$ cat config.mk
export PLATFORM = sky130hd
export DESIGN_NAME = dmem_arbiter_flat
export DESIGN_NICKNAME = d
export VERILOG_FILES = /design/src/rtl/dmem_arbiter_if.sv /design/src/rtl/dmem_arbiter.sv /design/src/flat_wrapper.sv
export SDC_FILE = /design/constraint.sdc
export NUM_CORES = 1
export LEC_CHECK = 0
export BUFFER_PORTS_ARGS = -buffer_cell sky130_fd_sc_hd__clkbuf_2
export CORE_AREA = 2 2 109 111
export DETAILED_ROUTE_END_ITERATION = 7
export DIE_AREA = 0 0 111 113
export PLACE_DENSITY = 0.76
export SKIP_CTS_REPAIR_TIMING = 1
export SLEW_MARGIN = 20
export SYNTH_ARGS = -nofsm -noshare
export SYNTH_HDL_FRONTEND = slang
export SYNTH_SLANG_ARGS = --single-unit
$ cat constraint.sdc
create_clock -name clk -period 1.82 [get_ports clk]
set_input_delay 0.546 -clock clk [delete_from_list [all_inputs] [get_ports clk]]
set_output_delay 0.546 -clock clk [all_outputs]
set_load 0.01 [all_outputs]
$ cat src/rtl/dmem_arbiter_if.sv
// Requester ports and data-memory strobes seen by the data-memory arbiter.
// The slave modport is the arbiter's view; master is the environment's view.
interface dmem_arbiter_if #(
  parameter int DATA_W = 32,
  parameter int ADDR_W = 32
);
  logic              req0;
  logic              we0;
  logic [ADDR_W-1:0] addr0;
  logic [DATA_W-1:0] wdata0;
  logic              ack0;
  logic              err0;

  logic              req1;
  logic              we1;
  logic [ADDR_W-1:0] addr1;
  logic [DATA_W-1:0] wdata1;
  logic              ack1;
  logic              err1;

  logic [DATA_W-1:0] rdata;

  logic              mem_read;
  logic              mem_write;
  logic [ADDR_W-1:0] mem_address;
  logic [DATA_W-1:0] mem_write_data;
  logic [DATA_W-1:0] mem_read_data;

  modport slave (
    input  req0, we0, addr0, wdata0,
    output ack0, err0,
    input  req1, we1, addr1, wdata1,
    output ack1, err1,
    output rdata,
    output mem_read, mem_write, mem_address, mem_write_data,
    input  mem_read_data
  );

  modport master (
    output req0, we0, addr0, wdata0,
    input  ack0, err0,
    output req1, we1, addr1, wdata1,
    input  ack1, err1,
    input  rdata,
    input  mem_read, mem_write, mem_address, mem_write_data,
    output mem_read_data
  );
endinterface

$ cat src/rtl/dmem_arbiter.sv
// Two-port arbiter/sequencer for the data memory: IDLE picks a winner and
// validates the address, ACCESS strobes memory for one cycle, DONE acks.
module dmem_arbiter #(
  parameter int DATA_W    = 32,
  parameter int ADDR_W    = 32,
  parameter int MEM_WORDS = 1024,
  parameter int PRIO_MODE = 0
) (
  input  logic           clk,
  input  logic           rst_n,
  dmem_arbiter_if.slave  bus
);

  localparam logic [ADDR_W-1:0] ADDR_LIMIT = ADDR_W'(4 * MEM_WORDS);

  typedef enum logic [1:0] {
    IDLE   = 2'd0,
    ACCESS = 2'd1,
    DONE   = 2'd2
  } state_e;

  state_e            state_q, state_d;
  logic              gnt_q, gnt_d;
  logic              last_grant_q, last_grant_d;
  logic              we_q, we_d;
  logic              err_flag_q, err_flag_d;
  logic [ADDR_W-1:0] mem_address_q, mem_address_d;
  logic [DATA_W-1:0] mem_write_data_q, mem_write_data_d;
  logic [DATA_W-1:0] rdata_q, rdata_d;

  logic              win;
  logic              sel_we;
  logic [ADDR_W-1:0] sel_addr;
  logic [DATA_W-1:0] sel_wdata;
  logic              addr_bad;

  // On a tie, round-robin favours the port that did not win last time.
  always_comb begin
    win = 1'b0;
    if (bus.req0 && bus.req1) begin
      win = (PRIO_MODE != 0) ? 1'b0 : ~last_grant_q;
    end else if (bus.req1) begin
      win = 1'b1;
    end
  end

  always_comb begin
    sel_we    = win ? bus.we1    : bus.we0;
    sel_addr  = win ? bus.addr1  : bus.addr0;
    sel_wdata = win ? bus.wdata1 : bus.wdata0;
    addr_bad  = (sel_addr[1:0] != 2'b00) || (sel_addr >= ADDR_LIMIT);
  end

  always_comb begin
    state_d          = state_q;
    gnt_d            = gnt_q;
    last_grant_d     = last_grant_q;
    we_d             = we_q;
    err_flag_d       = err_flag_q;
    mem_address_d    = mem_address_q;
    mem_write_data_d = mem_write_data_q;
    rdata_d          = rdata_q;
    case (state_q)
      IDLE: begin
        if (bus.req0 || bus.req1) begin
          gnt_d        = win;
          last_grant_d = win;
          we_d         = sel_we;
          // Rejected requests never touch the memory-side address/data.
          if (addr_bad) begin
            err_flag_d = 1'b1;
            state_d    = DONE;
          end else begin
            err_flag_d       = 1'b0;
            mem_address_d    = sel_addr;
            mem_write_data_d = sel_wdata;
            state_d          = ACCESS;
          end
        end
      end
      ACCESS: begin
        if (!we_q) begin
          rdata_d = bus.mem_read_data;
        end
        state_d = DONE;
      end
      DONE: begin
        state_d = IDLE;
      end
      default: begin
        state_d = IDLE;
      end
    endcase
  end

  always_ff @(posedge clk) begin
    if (!rst_n) begin
      state_q          <= IDLE;
      gnt_q            <= 1'b0;
      last_grant_q     <= 1'b1;
      we_q             <= 1'b0;
      err_flag_q       <= 1'b0;
      mem_address_q    <= '0;
      mem_write_data_q <= '0;
      rdata_q          <= '0;
    end else begin
      state_q          <= state_d;
      gnt_q            <= gnt_d;
      last_grant_q     <= last_grant_d;
      we_q             <= we_d;
      err_flag_q       <= err_flag_d;
      mem_address_q    <= mem_address_d;
      mem_write_data_q <= mem_write_data_d;
      rdata_q          <= rdata_d;
    end
  end

  // Strobes are gated by rst_n so a reset at the closing ACCESS edge drops the write.
  assign bus.mem_read       = rst_n && (state_q == ACCESS) && !we_q;
  assign bus.mem_write      = rst_n && (state_q == ACCESS) &&  we_q;
  assign bus.mem_address    = mem_address_q;
  assign bus.mem_write_data = mem_write_data_q;
  assign bus.rdata          = rdata_q;

  assign bus.ack0 = (state_q == DONE) && !err_flag_q && !gnt_q;
  assign bus.ack1 = (state_q == DONE) && !err_flag_q &&  gnt_q;
  assign bus.err0 = (state_q == DONE) &&  err_flag_q && !gnt_q;
  assign bus.err1 = (state_q == DONE) &&  err_flag_q &&  gnt_q;

endmodule

$ cat src/flat_wrapper.sv
// flat-port wrapper written by rule: the top's interface ports become plain ports
module dmem_arbiter_flat 
#(
  parameter int DATA_W    = 32,
  parameter int ADDR_W    = 32,
  parameter int MEM_WORDS = 1024,
  parameter int PRIO_MODE = 0
)
  (clk, rst_n, bus_req0, bus_we0, bus_addr0, bus_wdata0, bus_ack0, bus_err0, bus_req1, bus_we1, bus_addr1, bus_wdata1, bus_ack1, bus_err1, bus_rdata, bus_mem_read, bus_mem_write, bus_mem_address, bus_mem_write_data, bus_mem_read_data);
  dmem_arbiter_if #(.DATA_W(DATA_W), .ADDR_W(ADDR_W)) bus_i ();
  input  logic clk;
  input  logic rst_n;
  input wire logic [$bits(bus_i.req0)-1:0] bus_req0;
  input wire logic [$bits(bus_i.we0)-1:0] bus_we0;
  input wire logic [$bits(bus_i.addr0)-1:0] bus_addr0;
  input wire logic [$bits(bus_i.wdata0)-1:0] bus_wdata0;
  output wire logic [$bits(bus_i.ack0)-1:0] bus_ack0;
  output wire logic [$bits(bus_i.err0)-1:0] bus_err0;
  input wire logic [$bits(bus_i.req1)-1:0] bus_req1;
  input wire logic [$bits(bus_i.we1)-1:0] bus_we1;
  input wire logic [$bits(bus_i.addr1)-1:0] bus_addr1;
  input wire logic [$bits(bus_i.wdata1)-1:0] bus_wdata1;
  output wire logic [$bits(bus_i.ack1)-1:0] bus_ack1;
  output wire logic [$bits(bus_i.err1)-1:0] bus_err1;
  output wire logic [$bits(bus_i.rdata)-1:0] bus_rdata;
  output wire logic [$bits(bus_i.mem_read)-1:0] bus_mem_read;
  output wire logic [$bits(bus_i.mem_write)-1:0] bus_mem_write;
  output wire logic [$bits(bus_i.mem_address)-1:0] bus_mem_address;
  output wire logic [$bits(bus_i.mem_write_data)-1:0] bus_mem_write_data;
  input wire logic [$bits(bus_i.mem_read_data)-1:0] bus_mem_read_data;
  assign bus_i.req0 = bus_req0;
  assign bus_i.we0 = bus_we0;
  assign bus_i.addr0 = bus_addr0;
  assign bus_i.wdata0 = bus_wdata0;
  assign bus_ack0 = bus_i.ack0;
  assign bus_err0 = bus_i.err0;
  assign bus_i.req1 = bus_req1;
  assign bus_i.we1 = bus_we1;
  assign bus_i.addr1 = bus_addr1;
  assign bus_i.wdata1 = bus_wdata1;
  assign bus_ack1 = bus_i.ack1;
  assign bus_err1 = bus_i.err1;
  assign bus_rdata = bus_i.rdata;
  assign bus_mem_read = bus_i.mem_read;
  assign bus_mem_write = bus_i.mem_write;
  assign bus_mem_address = bus_i.mem_address;
  assign bus_mem_write_data = bus_i.mem_write_data;
  assign bus_i.mem_read_data = bus_mem_read_data;
  dmem_arbiter #(.DATA_W(DATA_W), .ADDR_W(ADDR_W), .MEM_WORDS(MEM_WORDS), .PRIO_MODE(PRIO_MODE)) u_core (.clk(clk), .rst_n(rst_n), .bus(bus_i));
endmodule
Word level (Yosys, flattened, before mapping)
Cells that the tools add are included.
Widths: inputs -> output; s select.
- register bits: 102
- bits in latches: 0
- memory bits (writable): 0
- memory bits (read-only): 0
- input bits: 166
- output and inout port bits: 102
- word-level logic and storage cells: 44
- memories: 0
- add/subtract/negate cells: 0
- multiply operators: 0
- div/mod/pow operators: 0
- order comparisons: 1
- equality and inequality tests: 3
- shift operators: 0
- multiplexer cells: 9
- bitwise logic cells: 3
- reductions and logical operators: 20
- operator list (operator ; count):
    $mux 32 ; 2
    $ge 32x13->1 const B ; 1
    $logic_and 1x1->1 ; 10
    $mux 1 ; 4
    $mux 2 ; 2
    $pmux 2 s2 ; 1
    $reduce_and 2->1 ; 2
    $logic_not 1->1 ; 3
    $not 1->1 ; 3
    $reduce_and 3->1 ; 1
    $eq 2x1->1 const B ; 1
    $eq 2x2->1 const B ; 1
    $logic_not 2->1 ; 1
    $logic_or 1x1->1 ; 2
    $ne 2x1->1 const B ; 1
    $reduce_bool 2->1 ; 1

Longest topological paths before layout
Gate-level depths: netlist of run 1.
- depth after elaboration: 8
- mapped depth: 7
- gate-level depth less buffers: 4

Worst setup path before layout of run 1
OpenSTA, ideal clock, no wires.
- kind: in2reg
- start point: input bus_addr0[22]
- end point: register u_core.mem_address_q[0], in the netlist u_core.bus.mem_address[0]
- setup time: 0.116 ns
- arrival time: 1.762 ns
- slack: -0.057 ns
- stages: 6
- buffers on the path: 2
- path through: nor4_1 -> nand4_1 -> o32a_1 -> buf_6 -> buf_6 -> and3_1
- cells in the longest elaborated chain, start to end: 5
- ends and longest elaborated chain (what ; RTL line ; source):
    start, declared ; flat_wrapper.sv:15 ; input wire logic [$bits(bus_i.addr0)-1:0] bus_addr0;
    $mux 32 ; dmem_arbiter.sv:49 ; sel_addr = win ? bus.addr1 : bus.addr0;
    $ge 32x13->1 ; dmem_arbiter.sv:51 ; addr_bad = (sel_addr[1:0] != 2'b00) || (sel_addr >= ADDR_LIMIT);
    $logic_or 1x1->1 ; dmem_arbiter.sv:51 ;
    $not 1->1 (no line) ; - ;
    $reduce_and 3->1 (no line) ; - ;
    end signal, assigned ; dmem_arbiter.sv:112 ; mem_address_q <= mem_address_d;
    end, declared ; dmem_arbiter.sv:27 ; logic [ADDR_W-1:0] mem_address_q, mem_address_d;
Every way passes these cells.
A chain may end at the register's enable or synchronous reset.

Worst setup path after layout of run 1
- start point: register u_core.state_q[1]
- end point: output bus_ack0
- cells in the longest elaborated chain, start to end: 3
- ends and longest elaborated chain (what ; RTL line ; source):
    start, declared ; dmem_arbiter.sv:22 ; state_e state_q, state_d;
    start signal, assigned ; dmem_arbiter.sv:107 ; state_q <= state_d;
    $eq 2x2->1 ; dmem_arbiter.sv:125 ; assign bus.ack0 = (state_q == DONE) && !err_flag_q && !gnt_q;
    $logic_and 1x1->1 (2 in series) ; dmem_arbiter.sv:125 ;
    end, declared ; flat_wrapper.sv:17 ; output wire logic [$bits(bus_i.ack0)-1:0] bus_ack0;
Every way passes these cells.

==> results.sh, run 1 <==
export IMPL_drt_vias_per_instance=4.61
export IMPL_cp_start_kind="flop"
export IMPL_syn_inst=478
export IMPL_cts_made_buffers=9
export IMPL_rrSetupSlack_ns=0.21
export IMPL_areaGrowthSynthToFinish_pct=43.3
export IMPL_synth_distinct_cells=23
export IMPL_route_detailed_drc=0
export IMPL_path_clk_slew_ns=0.07
export IMPL_final_nets=912
export IMPL_antenna_cells=0
export IMPL_setup_worst_path_class="reg -> out"
export IMPL_grt_pass1_vias=3841
export IMPL_synth_warnings=0
export IMPL_cap_viol_max_count=0
export IMPL_vias=4119
export IMPL_io_pins=268
export IMPL_vdd_drop_max_v=0.000470
export IMPL_floorplan_initialDensity_pct=38.8
export IMPL_ys_dominant_reg_cell="dfxtp_1"
export IMPL_fin_util_pct=55.6
export IMPL_totalWireLength_mm=11.4
export IMPL_worstMarginPinSlew_ns=0.376
export IMPL_slew_viol_final=0
export IMPL_cts_sinks=102
export IMPL_yosysMostFrequentCell="nand2_1"
export IMPL_cellPowerDensity_nw_per_um2=738
export IMPL_max_freq_ghz=0.563
export IMPL_worstHoldEndpoint="u_core.bus.rdata[26]"
export IMPL_route_detailed_wl_per_inst_um=12.7
export IMPL_netlist_area_um2=4380
export IMPL_cts_buffer_depth=2
export IMPL_dpl_instance_area_um2=5940
export IMPL_hold_violations=0
export IMPL_synth_seq_cells=102
export IMPL_cts_max_level=3
export IMPL_die_x_um=111
export IMPL_synthTopCellsByArea="dfxtp_1 47%, nand2_1 14%, mux2_2 11%"
export IMPL_dp_hpwl_mm=8.76
export IMPL_min_from="bus_mem_read_data[26]"
export IMPL_portBuffers=267
export IMPL_outcome="completed"
export IMPL_fill_cells=1080
export IMPL_rows=39
export IMPL_setup_violations=0
export IMPL_end_kind="primary output"
export IMPL_antenna_found_initial=0
export IMPL_final_area_um2=6270
export IMPL_ff2ff_path_depth=5
export IMPL_yosys_area_top_type="dfxtp_1"
export IMPL_holdPathStages=3
export IMPL_async_reset_ff_share_pct=0
export IMPL_drive_gt1_share_pct=47.9
export IMPL_drtIter0Drc=188
export IMPL_cp_data_required_time_ns=1.27
export IMPL_ff_latch_area_um2=2050
export IMPL_grt_overflow=0
export IMPL_coreArea_um2=11300
export IMPL_synth_nets=644
export IMPL_finalClockSkew_ns=0.00589
export IMPL_grt_use_total_pct=17.9
export IMPL_root_buffer="clkbuf_16"
export IMPL_worstPathArrival_ns=1.23
export IMPL_ys_seq_area_share_pct=46.7
export IMPL_gp_congestion=0.823
export IMPL_clock_latency_ns=0.33
export IMPL_yosysTopAreaCellShare_pct=46.7
export IMPL_grt_max_degree=100
export IMPL_grt_first_pass_wirelength_mm=18.4
export IMPL_synth_edff_count=0
export IMPL_cp_max_fo=4
export IMPL_tritoncts="yes"
export IMPL_fin_crit_ns=1.78
export IMPL_ant_nets=0
export IMPL_die_area_um2=12500
export IMPL_netlist_top_cells_count="158 x nand2_1, 102 x dfxtp_1, 42 x mux2_2, 42 x mux2i_1, 34 x a21boi_0"
export IMPL_totalPowerFinal_mw=4.63
export IMPL_drtPass1Iterations=4
export IMPL_fin_crit_sh_pct=97.6
export IMPL_slew_headroom_pct=74.7
export IMPL_worstHoldPathType="in -> reg"
export IMPL_multi_input_area_um2=2180
export IMPL_rsz0062_at_grt="true"
export IMPL_worstReg2RegStart="u_core.state_q[0]"
export IMPL_r2r_end="u_core.bus.mem_address[1]"
export IMPL_die_height_um=113
export IMPL_p_leak_nw=3.32
export IMPL_syn_avg_cell_area_um2=9.16
stage by stage:
stage / hold slack (ns) / TNS, ns / setup slack (ns) / std cells
after floorplan: 0.457 / 0 / 0.00209 / 478
after global placement: 0.443 / -9.74 / -0.188 / 878
after detailed placement: 0.450 / -10.66 / -0.204 / 878
after CTS: 0.423 / -0.172 / -0.0930 / 894
after global routing: 0.444 / -0.0438 / -0.0242 / 894
final: 0.434 / 0 / 0.0443 / 894
cells in the final DEF (no fill, tap or decap), drive strengths merged:
cell type  count
a21bo          1
or2            1
a21boi        34
nand4          5
and3          25
o31a           1
and2           3
nand2        158
nor2           7
clkinvlp       2
dfxtp        102
buf           30
nor3b          1
o32ai          1
nor2b          2
nand3          4
clkbuf       271
o221a          1
bufinv         1
nor4          10
mux2          42
inv            1
o32a           1
mux2i         42
clkinv         3
o211a          2
where the power goes:
part / switching (mW) / internal, mW
clock: 0.824 / 1.07
combinational: 0.197 / 0.291
sequential: 0.0108 / 2.24
total: 1.03 / 3.60
flip-flops by register name (all words and copies together) (netlist names):
| name | cells |
|---|---|
| u_core.state_q | 2 |
| u_core.bus.rdata | 32 |
| u_core.bus.mem_address | 32 |
| u_core.we_q | 1 |
| u_core.err_flag_q | 1 |
| u_core.bus.mem_write_data | 32 |
| u_core.last_grant_q | 1 |
| u_core.gnt_q | 1 |
layer usage:
| metal | wire length (um) | part of all wire [%] | global-route usage, % | vias to the layer above |
|---|---|---|---|---|
| met2 | 5310 | 47 | 29.5 | 157 |
| met5 | 0 | 0 | 0 | - |
| met1 | 5070 | 45 | 23.0 | 1796 |
| met4 | 189 | 1.7 | 6.17 | 0 |
| li1 | - | - | - | 2150 |
| met3 | 815 | 7.2 | 4.61 | 16 |
kinds of logic (layout without fill, tap and decap cells):
kind of cell           count (synthesis)  count (layout)  synth area share [%]
muxes                                 84              84                  20.4
DFF                                  102             102                  46.7
buffers and inverters                 35             308                  4.17
AOI/OAI and AO/OA                     41              41                  7.40
and+or+nand+nor                      216             216                  21.4
worst max-delay path, cell delays in order, from the launching register on:
cell and delay, ns:
dfxtp_2 0.35, nor2b_4 0.14, nor3b_2 0.16, buf_4 0.15
buf_6 0.10
area by class of cell:
| class | count | area share (%) |
|---|---|---|
| clock buffer | 9 | 3.59 |
| multi-input combinational | 341 | 34.7 |
| timing repair buffer | 292 | 25.0 |
| clock inverter | 7 | 1.16 |
| tap | 143 | 2.85 |
| sequential | 102 | 32.6 |
how the worst max path moves through the flow:
stage	slack, ns	cells past startpoint	end	startpoint
2_1_floorplan	0.002	6	u_core.bus.mem_address[0]	bus_addr0[17]
3_3_place_gp	-0.19	7	u_core.bus.mem_address[0]	bus_addr1[13]
3_5_place_dp	-0.20	6	u_core.bus.mem_address[29]	bus_addr0[0]
4_1_cts	-0.09	4	bus_ack0	u_core.state_q[0]
5_1_grt	-0.02	5	bus_err0	u_core.state_q[1]
6_report	0.04	4	bus_ack0	u_core.state_q[1]
Note: power is estimated with default switching activity, not from simulation.
==> run 2, diff against run 1 <==
--- a/config.mk
+++ b/config.mk
@@ -5,10 +5,11 @@
 export SDC_FILE = /design/constraint.sdc
 export NUM_CORES = 1
 export LEC_CHECK = 0
+export ABC_AREA = 1
 export BUFFER_PORTS_ARGS = -buffer_cell sky130_fd_sc_hd__clkbuf_2
-export CORE_AREA = 2 2 109 111
+export CORE_AREA = 2 2 113 115
 export DETAILED_ROUTE_END_ITERATION = 7
-export DIE_AREA = 0 0 111 113
+export DIE_AREA = 0 0 115 117
 export PLACE_DENSITY = 0.76
 export SKIP_CTS_REPAIR_TIMING = 1
 export SLEW_MARGIN = 20
==> run 2 against run 1 <==
Against the previous run: the flow now finishes with violations (setup timing); non-clock buffer count increased by 20; global-route usage increased by 2.6 points; cell area up 13%; largest power group unchanged.
==> results.sh, run 2 <==
export IMPL_dp_slack_ns=-0.372
export IMPL_root_buffer="clkbuf_16"
export IMPL_syn_avg_cell_area_um2=6.63
export IMPL_holdWs_ns=0.425
export IMPL_antenna_cells=0
export IMPL_violations="setup timing"
export IMPL_areaGrowthSynthToFinish_pct=44.0
export IMPL_die_area_um2=13500
export IMPL_synthTopCellsByArea="dfxtp_1 42%, nand2_1 22%, nand3_1 8.9%"
export IMPL_cp_depth=15
export IMPL_netlist_top_cells_count="283 x nand2_1, 102 x dfxtp_1, 87 x nand3_1"
export IMPL_setup_tns_ns=-4.43
export IMPL_outcome="finished, violations left"
export IMPL_cpPeakStageDelay_ns=0.34
export IMPL_hold_violations=0
export IMPL_floorplan_initialDensity_pct=39.8
export IMPL_layout_commonest_cell="nand2_1"
export IMPL_coreArea_um2=12300
export IMPL_drt_vias_per_instance=4.81
export IMPL_tritoncts="yes"
export IMPL_grt_max_degree=64
export IMPL_final_cells=1161
export IMPL_crit_path_frequent_cell="nand2_1"
export IMPL_rrSetupSlack_ns=-0.11
export IMPL_grtUsageMet3_pct=4.84
export IMPL_ant_nets=0
export IMPL_yosysTopAreaCellShare_pct=41.7
export IMPL_worstReg2RegStart="u_core.last_grant_q"
export IMPL_async_reset_ff_share_pct=0
export IMPL_dp_cells=1130
export IMPL_synth_warnings=0
export IMPL_dp_hpwl_mm=10.7
export IMPL_crit_end="u_core.bus.mem_write_data[27]"
export IMPL_clock_latency_ns=0.35
export IMPL_p_leak_nw=3.78
export IMPL_max_freq_ghz=0.519
export IMPL_pwr_share_clk_pct=40.1
export IMPL_route_detailed_drc=0
export IMPL_io_pins=268
export IMPL_cp_data_required_time_ns=2.11
export IMPL_portBuffers=267
export IMPL_setup_worst_path_class="reg -> reg"
export IMPL_cts_max_level=3
export IMPL_crit_buf_inv=4
export IMPL_fin_util_pct=57.3
export IMPL_grt_pass1_vias=4576
export IMPL_cp_startpoint="u_core.last_grant_q"
export IMPL_swShare_pct=25.2
export IMPL_ys_seq_area_share_pct=41.7
export IMPL_synth_seq_cells=102
export IMPL_vdd_drop_max_v=0.000360
export IMPL_die_x_um=115
export IMPL_fin_ws_ns=-0.107
export IMPL_final_cell_mix="275 x nand2_1, 264 x clkbuf_2, 100 x dfxtp_1"
export IMPL_slew_viol_final=0
export IMPL_cap_viol_max_count=0
export IMPL_grt_overflow=0
export IMPL_path_clk_slew_ns=0.07
export IMPL_fin_crit_ns=1.93
export IMPL_drive_gt1_share_pct=34.7
export IMPL_cp_start_kind="flop"
export IMPL_grt_busiest_layer="met2"
export IMPL_r2r_end="u_core.bus.mem_write_data[27]"
export IMPL_cp_max_fo=7
export IMPL_totalWireLength_mm=15.3
export IMPL_final_area_um2=7060
export IMPL_rows=41
export IMPL_syn_inst=739
export IMPL_end_kind="flop"
export IMPL_cts_sinks=102
export IMPL_cts_buffer_depth=2
export IMPL_worstHoldPathType="reg -> reg"
export IMPL_ys_dominant_reg_cell="dfxtp_1"
export IMPL_netlist_area_um2=4900
export IMPL_cellPowerDensity_nw_per_um2=703
export IMPL_final_nets=1172
export IMPL_fin_crit_sh_pct=106
export IMPL_rsz0062_at_grt="true"
export IMPL_drtPass1Iterations=5
export IMPL_finalClockSkew_ns=0.00574
export IMPL_grt_first_pass_wirelength_mm=22.0
export IMPL_antenna_found_initial=0
export IMPL_synth_edff_count=0
export IMPL_yosysMostFrequentCell="nand2_1"
export IMPL_slew_headroom_pct=74.2
export IMPL_multi_input_area_um2=2420
export IMPL_vias=5587
export IMPL_die_height_um=117
export IMPL_worst_path_dominant_cell_family="simple AND/OR/NAND/NOR gates"
export IMPL_worstPathArrival_ns=2.22
export IMPL_switchingPower_mw=1.25
export IMPL_worstMarginPinSlew_ns=0.386
export IMPL_cts_made_buffers=9
export IMPL_grt_use_total_pct=20.5
export IMPL_fill_cells=1211
export IMPL_synth_distinct_cells=23
export IMPL_ff2ff_path_depth=15
export IMPL_crit_slowest_cell="dfxtp_2"
export IMPL_totalPowerFinal_mw=4.96
export IMPL_setup_violations=65
export IMPL_gp_congestion=0.840
export IMPL_dpl_instance_area_um2=6440
export IMPL_cp_cell_sequence="nand2_4, nand2_8, buf_6, buf_6, nand2_2, nand2_2, nor2_2, nand2_1, nor2_1, nand2_1, nor2_4, buf_12, clkbuf_16, nand4_1, nand2_1"
export IMPL_ff_latch_area_um2=2040
export IMPL_yosys_area_top_type="dfxtp_1"
export IMPL_route_detailed_wl_per_inst_um=13.2
export IMPL_use_met1_pct=25.9
export IMPL_sequentialPowerShare_pct=45.4
export IMPL_groute_layer_met2_usage_pct=34.3
export IMPL_p_comb_share_pct=14.6
export IMPL_internal_power_mw=3.71
export IMPL_synth_nets=905
export IMPL_drtIter0Drc=353
==> run 2: cell types whose count changed in the layout (fill, tap and decap cells not counted), moves of 8 or more <==
cell and change:
nand2_2 +8, inv_1 +55, nand2_1 +117, nand3_1 +81, nand3b_1 +14, a21boi_0 -34, nor2_1 +37, nand4_1 +38
a21oi_1 +35, nor4_1 -9, mux2_2 -42, and3_1 -25, mux2i_1 -39
==> run 2: worst min-delay path by stage <==
| stage | start | end | slack, ns | cells after the start |
|---|---|---|---|---|
| after floorplan | u_core.bus.mem_address[12] | u_core.bus.mem_address[12] | 0.45 | 2 |
| after global placement | u_core.bus.mem_address[19] | u_core.bus.mem_address[19] | 0.41 | 2 |
| after detailed placement | u_core.bus.mem_address[12] | u_core.bus.mem_address[12] | 0.42 | 2 |
| after CTS | u_core.bus.mem_address[12] | u_core.bus.mem_address[12] | 0.43 | 2 |
| after global routing | u_core.bus.mem_address[12] | u_core.bus.mem_address[12] | 0.44 | 2 |
| final | u_core.bus.mem_address[22] | u_core.bus.mem_address[22] | 0.43 | 2 |
==> run 2: final cells by class <==
class	instances	share of cell area (%)
Sequential cell	102	29.0
Multi-Input combinational cell	524	34.3
Tap cell	150	2.66
Inverter	57	3.03
Clock inverter	4	0.780
Clock buffer	12	3.63
Timing Repair Buffer	312	26.6
==> run 2: layer usage <==
| metal | up-vias | routed length, um | part of all wire [%] |
|---|---|---|---|
| met5 | - | 0 | 0 |
| met4 | 0 | 213 | 1.4 |
| met2 | 219 | 7590 | 50 |
| met1 | 2467 | 6300 | 41 |
| li1 | 2887 | - | - |
| met3 | 14 | 1170 | 7.7 |
==> run 2: tightest hold or removal path, stage by stage, from the launching register on <==
cell,delay [ns]
dfxtp_1,0.31
inv_1,0.04
nor2_1,0.03
==> run 2: cells by family after synthesis <==
| kind of cell | Yosys count | synth area share [%] |
|---|---|---|
| AND/OR/NAND/NOR | 482 | 43.2 |
| buffers and inverters | 113 | 10.5 |
| multiplexers | 3 | 0.613 |
| AO/OA/AOI/OAI | 39 | 4.06 |
| flip-flops | 102 | 41.7 |
==> run 2: power groups by stage <==
| stage | Clock [mW] | Combinational (mW) | Sequential, mW |
|---|---|---|---|
| 5_1_grt | 2.14 | 0.808 | 2.25 |
| 4_1_cts | 2.04 | 0.684 | 2.25 |
| 3_3_place_gp | 0 | 0.678 | 2.30 |
| 3_5_place_dp | 0 | 0.681 | 2.30 |
| 6_report | 1.99 | 0.722 | 2.25 |
| 2_1_floorplan | 0 | 0.377 | 2.30 |
